<file path="src/rtl/fetch_stage_if.sv">
// fetch_stage_if: IF-stage bus bundling imem, hazard/redirect and IF/ID signals
//   master: the fetch stage (drives pc_out, IF/ID, status; receives ir_in and controls)
//   slave : surrounding pipeline / memory / hazard unit
interface fetch_stage_if;
    logic [31:0] pc_out;
    logic [31:0] ir_in;
    logic        stall;
    logic        flush;
    logic        br_taken;
    logic [31:0] br_target;
    logic        jmp_taken;
    logic [31:0] jmp_target;
    logic [31:0] ifid_instr;
    logic [31:0] ifid_pc4;
    logic        ifid_valid;
    logic [31:0] fetch_count;
    logic        halted;
    logic        exc_misalign;
    modport master (
        output pc_out, ifid_instr, ifid_pc4, ifid_valid, fetch_count, halted, exc_misalign,
        input  ir_in, stall, flush, br_taken, br_target, jmp_taken, jmp_target
    );
    modport slave (
        input  pc_out, ifid_instr, ifid_pc4, ifid_valid, fetch_count, halted, exc_misalign,
        output ir_in, stall, flush, br_taken, br_target, jmp_taken, jmp_target
    );
endinterface

</file>
<file path="src/rtl/fetch_stage.sv">
// fetch_stage: MIPS IF stage owning the PC and the IF/ID register
//   clk, rst : clock, synchronous active-high reset
//   bus      : fetch_stage_if.master (imem pc_out/ir_in, stall/flush, branch/jump
//              redirects, IF/ID outputs, fetch_count, halted, exc_misalign)
//   MISALIGN_TRAP_EN : when defined, misaligned redirects go to TRAP_VECTOR
module fetch_stage #(
    parameter logic [31:0] RESET_PC    = 32'h00000000,
    parameter int          IMEM_WORDS  = 128,
    parameter logic [31:0] TRAP_VECTOR = 32'h00000180
) (
    input  logic          clk,
    input  logic          rst,
    fetch_stage_if.master bus
);
    localparam logic [31:0] PC_END = 32'(4 * IMEM_WORDS);

    logic [31:0] pc_q, pc_d, instr_q, instr_d, pc4_q, pc4_d, cnt_q, cnt_d;
    logic        valid_q, valid_d, halt_q, halt_d, exc_q, exc_d;
    logic [31:0] pc4, tgt_raw, tgt;
    logic        redir, mis, oob;

    assign tgt_raw = bus.br_taken ? bus.br_target : bus.jmp_target;
    assign redir   = bus.br_taken | bus.jmp_taken;
`ifdef MISALIGN_TRAP_EN
    assign mis = redir & (|tgt_raw[1:0]);
    assign tgt = mis ? TRAP_VECTOR : tgt_raw;
`else
    logic unused_ok;
    assign unused_ok = &{1'b0, tgt_raw[1:0], TRAP_VECTOR};
    assign mis = 1'b0;
    assign tgt = {tgt_raw[31:2], 2'b00};
`endif
    assign pc4 = pc_q + 32'd4;
    // Out-of-range is tested on the current PC, so a wrapped PC+4 never executes past the end
    assign oob = halt_q | (pc_q >= PC_END);

    always_comb begin
        pc_d    = pc_q;
        instr_d = instr_q;
        pc4_d   = pc4_q;
        valid_d = valid_q;
        cnt_d   = cnt_q;
        halt_d  = halt_q;
        exc_d   = mis;
        if (redir) begin
            pc_d    = tgt;
            instr_d = '0;
            valid_d = 1'b0;
            halt_d  = 1'b0;
        end else if (oob) begin
            instr_d = '0;
            valid_d = 1'b0;
            halt_d  = 1'b1;
        end else if (bus.stall) begin
            instr_d = bus.flush ? '0 : instr_q;
            valid_d = bus.flush ? 1'b0 : valid_q;
        end else if (bus.flush) begin
            pc_d    = pc4;
            instr_d = '0;
            valid_d = 1'b0;
        end else begin
            pc_d    = pc4;
            instr_d = bus.ir_in;
            pc4_d   = pc4;
            valid_d = 1'b1;
            cnt_d   = cnt_q + {31'd0, cnt_q != '1};
        end
    end

    always_ff @(posedge clk) begin
        if (rst) begin
            pc_q    <= {RESET_PC[31:2], 2'b00};
            instr_q <= '0;
            pc4_q   <= '0;
            valid_q <= 1'b0;
            cnt_q   <= '0;
            halt_q  <= 1'b0;
            exc_q   <= 1'b0;
        end else begin
            pc_q    <= pc_d;
            instr_q <= instr_d;
            pc4_q   <= pc4_d;
            valid_q <= valid_d;
            cnt_q   <= cnt_d;
            halt_q  <= halt_d;
            exc_q   <= exc_d;
        end
    end

    assign bus.pc_out       = pc_q;
    assign bus.ifid_instr   = instr_q;
    assign bus.ifid_pc4     = pc4_q;
    assign bus.ifid_valid   = valid_q;
    assign bus.fetch_count  = cnt_q;
    assign bus.halted       = halt_q;
    assign bus.exc_misalign = exc_q;
endmodule
</file>
<file path="src/flat_wrapper.sv">
// flat-port wrapper written by rule: the top's interface ports become plain ports
module fetch_stage_flat 
#(
    parameter logic [31:0] RESET_PC    = 32'h00000000,
    parameter int          IMEM_WORDS  = 128,
    parameter logic [31:0] TRAP_VECTOR = 32'h00000180
)
  (clk, rst, bus_pc_out, bus_ifid_instr, bus_ifid_pc4, bus_ifid_valid, bus_fetch_count, bus_halted, bus_exc_misalign, bus_ir_in, bus_stall, bus_flush, bus_br_taken, bus_br_target, bus_jmp_taken, bus_jmp_target);
  fetch_stage_if bus_i ();
  input  logic clk;
  input  logic rst;
  output wire logic [$bits(bus_i.pc_out)-1:0] bus_pc_out;
  output wire logic [$bits(bus_i.ifid_instr)-1:0] bus_ifid_instr;
  output wire logic [$bits(bus_i.ifid_pc4)-1:0] bus_ifid_pc4;
  output wire logic [$bits(bus_i.ifid_valid)-1:0] bus_ifid_valid;
  output wire logic [$bits(bus_i.fetch_count)-1:0] bus_fetch_count;
  output wire logic [$bits(bus_i.halted)-1:0] bus_halted;
  output wire logic [$bits(bus_i.exc_misalign)-1:0] bus_exc_misalign;
  input wire logic [$bits(bus_i.ir_in)-1:0] bus_ir_in;
  input wire logic [$bits(bus_i.stall)-1:0] bus_stall;
  input wire logic [$bits(bus_i.flush)-1:0] bus_flush;
  input wire logic [$bits(bus_i.br_taken)-1:0] bus_br_taken;
  input wire logic [$bits(bus_i.br_target)-1:0] bus_br_target;
  input wire logic [$bits(bus_i.jmp_taken)-1:0] bus_jmp_taken;
  input wire logic [$bits(bus_i.jmp_target)-1:0] bus_jmp_target;
  assign bus_pc_out = bus_i.pc_out;
  assign bus_ifid_instr = bus_i.ifid_instr;
  assign bus_ifid_pc4 = bus_i.ifid_pc4;
  assign bus_ifid_valid = bus_i.ifid_valid;
  assign bus_fetch_count = bus_i.fetch_count;
  assign bus_halted = bus_i.halted;
  assign bus_exc_misalign = bus_i.exc_misalign;
  assign bus_i.ir_in = bus_ir_in;
  assign bus_i.stall = bus_stall;
  assign bus_i.flush = bus_flush;
  assign bus_i.br_taken = bus_br_taken;
  assign bus_i.br_target = bus_br_target;
  assign bus_i.jmp_taken = bus_jmp_taken;
  assign bus_i.jmp_target = bus_jmp_target;
  fetch_stage #(.RESET_PC(RESET_PC), .IMEM_WORDS(IMEM_WORDS), .TRAP_VECTOR(TRAP_VECTOR)) u_core (.clk(clk), .rst(rst), .bus(bus_i));
endmodule
</file>
<file path="config.mk">
export PLATFORM = sky130hd
export DESIGN_NAME = fetch_stage_flat
export DESIGN_NICKNAME = d
export VERILOG_FILES = /design/src/rtl/fetch_stage_if.sv /design/src/rtl/fetch_stage.sv /design/src/flat_wrapper.sv
export SDC_FILE = /design/constraint.sdc
export NUM_CORES = 1
export LEC_CHECK = 0
export CORE_ASPECT_RATIO = 1.75
export CORE_MARGIN = 2
export CORE_UTILIZATION = 43
export CTS_BUF_LIST = sky130_fd_sc_hd__clkbuf_4
export CTS_CLUSTER_SIZE = 30
export DETAILED_ROUTE_END_ITERATION = 12
export PLACE_DENSITY_LB_ADDON = 0.2
export SLEW_MARGIN = 15
export SYNTH_ARGS = -nofsm -noshare
export SYNTH_HDL_FRONTEND = slang
export SYNTH_SLANG_ARGS = --single-unit
</file>
<file path="constraint.sdc">
create_clock -name clk -period 3.4 [get_ports clk]
set_input_delay 1.02 -clock clk [delete_from_list [all_inputs] [get_ports clk]]
set_output_delay 1.02 -clock clk [all_outputs]
set_load 0.03 [all_outputs]
</file>
# Word-level counts from Yosys, hierarchy flattened
# Cells that the tools add are included.
[word_totals] regBits=130
[op_classes] addsub=2 order_cmp=1 eq_ne=4 n_mux=10 bitwise_logic=6 n_reduce_logical=5
[op_table] operator="32-bit 2-to-1 mux" n=7
[op_table] operator="32-bit by 1-bit adder with 32-bit output" n=1
[op_table] operator="32-bit by 3-bit adder with 32-bit output, second input constant" n=1
[op_table] operator="32-bit by 10-bit >= comparator with 1-bit output, second input constant" n=1
[op_table] operator="32-bit inequality test, second input constant" n=1
[op_table] operator="2-bit by 1-bit inequality test with 1-bit output, second input constant" n=3
[op_table] operator="1-bit inverter" n=4
[op_table] operator="2-bit AND reduction" n=2
[op_table] operator="4-bit AND reduction" n=1
[op_table] operator="1-bit 2-to-1 mux" n=3
[op_table] operator="3-bit OR reduction" n=1
[op_table] operator="1-bit OR" n=2
[op_table] operator="2-bit OR reduction" n=1

# Longest topological paths before layout
[logic_depth] word_depth=4 ltp_mapped=14 ltp_nobuf=11

# Worst setup path before layout
# No wires, ideal clock.
[synth_timing] path_type="in2reg" start="in bus_jmp_taken" end="reg u_core.cnt_q[23], in the netlist u_core.bus.fetch_count[23]" t_arrival_ns=3.133 required_time_ns=3.330 path_slack_ns=0.196 path_stages=7 n_path_buf=2 cell_sequence="buf_6 > or4_4 > or4_4 > or3_1 > buf_2 > or4_1 > a21oi_1"
[synth_between] elab_chain_cells=3
[synth_lines] item="start: declaration" line="flat_wrapper.sv:24" text="input wire logic [$bits(bus_i.jmp_taken)-1:0] bus_jmp_taken;"
[synth_lines] item="1-bit OR" line="fetch_stage.sv:23" text="assign redir = bus.br_taken | bus.jmp_taken;"
[synth_lines] item="1-bit inverter (no line)"
[synth_lines] item="4-bit AND reduction (no line)"
[synth_lines] item="end signal: assignment" line="fetch_stage.sv:84" text="cnt_q <= cnt_d;"
[synth_lines] item="end: declaration" line="fetch_stage.sv:17" text="logic [31:0] pc_q, pc_d, instr_q, instr_d, pc4_q, pc4_d, cnt_q, cnt_d;"
# No other way between the ends.
# A chain may end at the register's enable or synchronous reset.

# Final worst setup path
[layout_timing] start="in bus_flush" end="reg u_core.cnt_q[29], in the netlist u_core.bus.fetch_count[29]"
[layout_between] elab_chain_cells=2
[layout_lines] item="start: declaration" line="flat_wrapper.sv:21" text="input wire logic [$bits(bus_i.flush)-1:0] bus_flush;"
[layout_lines] item="1-bit inverter (no line)"
[layout_lines] item="4-bit AND reduction (no line)"
# No other way between the ends.

==> flow_summary.ini <==
[outcome]
outcome = complete, no violations

[setup_path]
worst_setup_path_start_kind = primary input
worst_setup_path_end_kind = flip-flop
crit_type = primary input to flip-flop
arrival_ns = 3.61
cp_data_required_time_ns = 3.83
crit_fanout = 8

[clock_network]
holdBufCountCts = 0
cts.sinks = 126
postCtsSetupRepairBufs = 0
htree_levels = 4
clockBufferDepth = 2
cts-root-buf = clkbuf_4
cts_tree = built
path_clk_slew_ns = 0.10
clock_latency_ns = 0.52
cts_resized = 0
cts-buffers-inserted = 17

[sta]
worst_slack_ns = 0.223
min_period_over_period = 0.934
grt_setup_unrepaired = no
drv_slew = 0
setup-tns-final_ns = 0
worst_pin_slew_ns = 0.994
finalSetupViolCount = 0
slew_headroom = 0.336
fin_worst_skew_ns = 0.0160
max_freq_mhz = 315
hold_violations = 0
min_period_ns = 3.18

[pwr]
leakage_nw = 2.90
vdd_drop_max_v = 0.000258
powerDensity_nw_per_um2 = 378

[routing]
avgRoutedWirePerCell_um = 16.9
first_pass_iters = 6
wl_met1_um = 5700
via_per_inst = 5.45
dr.max_layer_used = met4
drt_iter0_drc = 177
drc = 0
vias = 5135
met3_length_um = 1090
route.met2.wl_um = 8630
totalWireLength_um = 15900
drtAntennaViolNets = 0

[place]
post-place-ws_ns = -0.277
dpl.hpwl_um = 12300
port_buffers = 223
dp.cells = 912
gp_congestion = 0.819
place_area_um2 = 7570

[final_layout]
drive_above_1_share = 0.0671
fin_cells = 943
nets = 901
syn2layout_area_growth_pct = 51.3
stdcell_area_um2 = 7850

[floorplan]
coreArea_um2 = 11900
start_util = 0.437
die_h_um = 149
io_pins = 233
die-area_um2 = 13000
rows = 53
dieWidth_um = 87.0

[synthesis]
syn_area_per_cell_um2 = 9.15
yosysWarnings = 0
syn_area_um2 = 5190
ys_ff_latch = 126
ys_types = 39
syn_inst = 567
ys_seq_area_frac = 0.486

[global_routing]
grt_max_degree = 40
overflow = 0
grt_pass1_vias = 5095
grtUsageTotal = 0.248
antenna_found_initial = 1
grt_pass1_wl_um = 25100

[run]
cap_violations = 0

[min_path]
min_path_type = flip-flop to flip-flop
## cells in the mapped netlist, drive strengths merged
library cell / instances / area [um2]
dfxtp: 126 / 2520
nor2: 75 / 282
mux2i: 37 / 370
clkbuf: 29 / 109
nand2: 27 / 104
and3: 26 / 163
a21oi: 23 / 115
nor3: 20 / 100
nor4: 20 / 125
nand3: 17 / 85.1
a22oi: 15 / 113
o2bb2ai: 14 / 123
inv: 12 / 45.0
or4: 12 / 97.6
xnor2: 12 / 105
buf: 11 / 76.3
nand4: 11 / 68.8
o21ai: 11 / 55.1
or3: 11 / 68.8
o22ai: 10 / 62.6
o31ai: 10 / 75.1
a211oi: 8 / 60.1
xor2: 6 / 52.6
and4: 5 / 43.8
ha: 5 / 62.6
and2: 4 / 25.0
o21a: 3 / 22.5
a311oi: 2 / 17.5
a211o: 1 / 8.76
conb: 1 / 3.75
nor2b: 1 / 6.26
o221ai: 1 / 8.76
or4b: 1 / 10.0
## power breakdown
| group | switching (mW) | total [mW] | internal, mW | leakage (nW) |
|---|---|---|---|---|
| Sequential | 0.0310 | 1.53 | 1.50 | 1.02 |
| Combinational | 0.195 | 0.395 | 0.200 | 1.73 |
| Clock | 0.543 | 1.04 | 0.493 | 0.148 |
## per-layer routing
layer  vias to the layer above  track usage
met1                      2394        0.257
li1                       2510            -
met5                         -            0
met3                        40       0.0830
met2                       191        0.435
met4                         0        0.121
## cell usage in the layout (no fill, tap or decap), types with 6 or more instances in the layout
cell,Yosys,layout
a211oi_1,8,8
a21oi_1,23,23
a22oi_1,15,15
and3_1,26,26
buf_4,5,21
clkbuf_4,0,17
clkdlybuf4s50_1,0,221
dfxtp_1,126,126
inv_1,12,12
mux2i_1,37,37
nand2_1,26,26
nand3_1,17,17
nand4_1,11,11
nor2_1,75,75
nor3_1,20,20
nor4_1,20,20
o21ai_0,8,8
o22ai_1,10,10
o2bb2ai_1,14,14
o31ai_1,10,10
or3_1,11,11
or4_1,10,10
xnor2_1,12,12
xor2_1,6,6
## worst max-delay path: stages
cell,delay [ns]
clkdlybuf4s50_1,0.46
or4_4,0.54
or4_4,0.49
or3_1,0.37
buf_4,0.18
or4_1,0.39
a21oi_1,0.17
## layout make-up
| type | instances | area [um2] |
|---|---|---|
| timing repair buffer | 244 | 2380 |
| clock inverter | 13 | 150 |
| antenna | 1 | 2.50 |
| tap | 137 | 171 |
| multi-input combinational | 393 | 2450 |
| sequential | 126 | 2520 |
| inverter | 12 | 45.0 |
| fill | 993 | 4020 |
| clock buffer | 17 | 128 |
## sequential cells by signal (all words and copies together), names as in the netlist
signal	flops
u_core.bus.fetch_count	32
u_core.bus.pc_out	30
u_core.bus.ifid_instr	32
u_core.bus.ifid_valid	1
u_core.bus.ifid_pc4	30
u_core.bus.halted	1
## worst paths after layout
kind,start,to,slack [ns],cells past startpoint
worst min-delay path,u_core.bus.ifid_valid,u_core.bus.ifid_valid,0.46,2
worst max-delay path,bus_flush,u_core.bus.fetch_count[29],0.22,7
worst min register to register,u_core.bus.ifid_valid,u_core.bus.ifid_valid,0.46,2
worst max register to register,u_core.bus.fetch_count[15],u_core.bus.fetch_count[29],0.35,12
## metrics by stage
| step | power (mW) | util | hold slack (ns) |
|---|---|---|---|
| after detailed placement | 1.96 | 0.638 | 0.442 |
| after floorplan | 1.75 | - | 0.571 |
| final | 2.97 | 0.661 | 0.458 |
| after CTS | 3.00 | 0.661 | 0.468 |
| after global placement | 1.96 | 0.638 | 0.433 |
| after global routing | 3.09 | 0.661 | 0.489 |
## kinds of logic (layout without fill, tap and decap cells)
logic type,count (synthesis),after routing,synth area share
AND/OR/NAND/NOR,230,230,0.227
flip-flops,126,126,0.486
AO/OA/AOI/OAI,98,98,0.127
buffers and inverters,52,286,0.0444
multiplexers,37,37,0.0714
XOR/XNOR,18,18,0.0304
adder cells (fa/ha/maj),5,5,0.0121
other,1,6,0.000723
No activity file was read; power rests on OpenSTA's default activity.
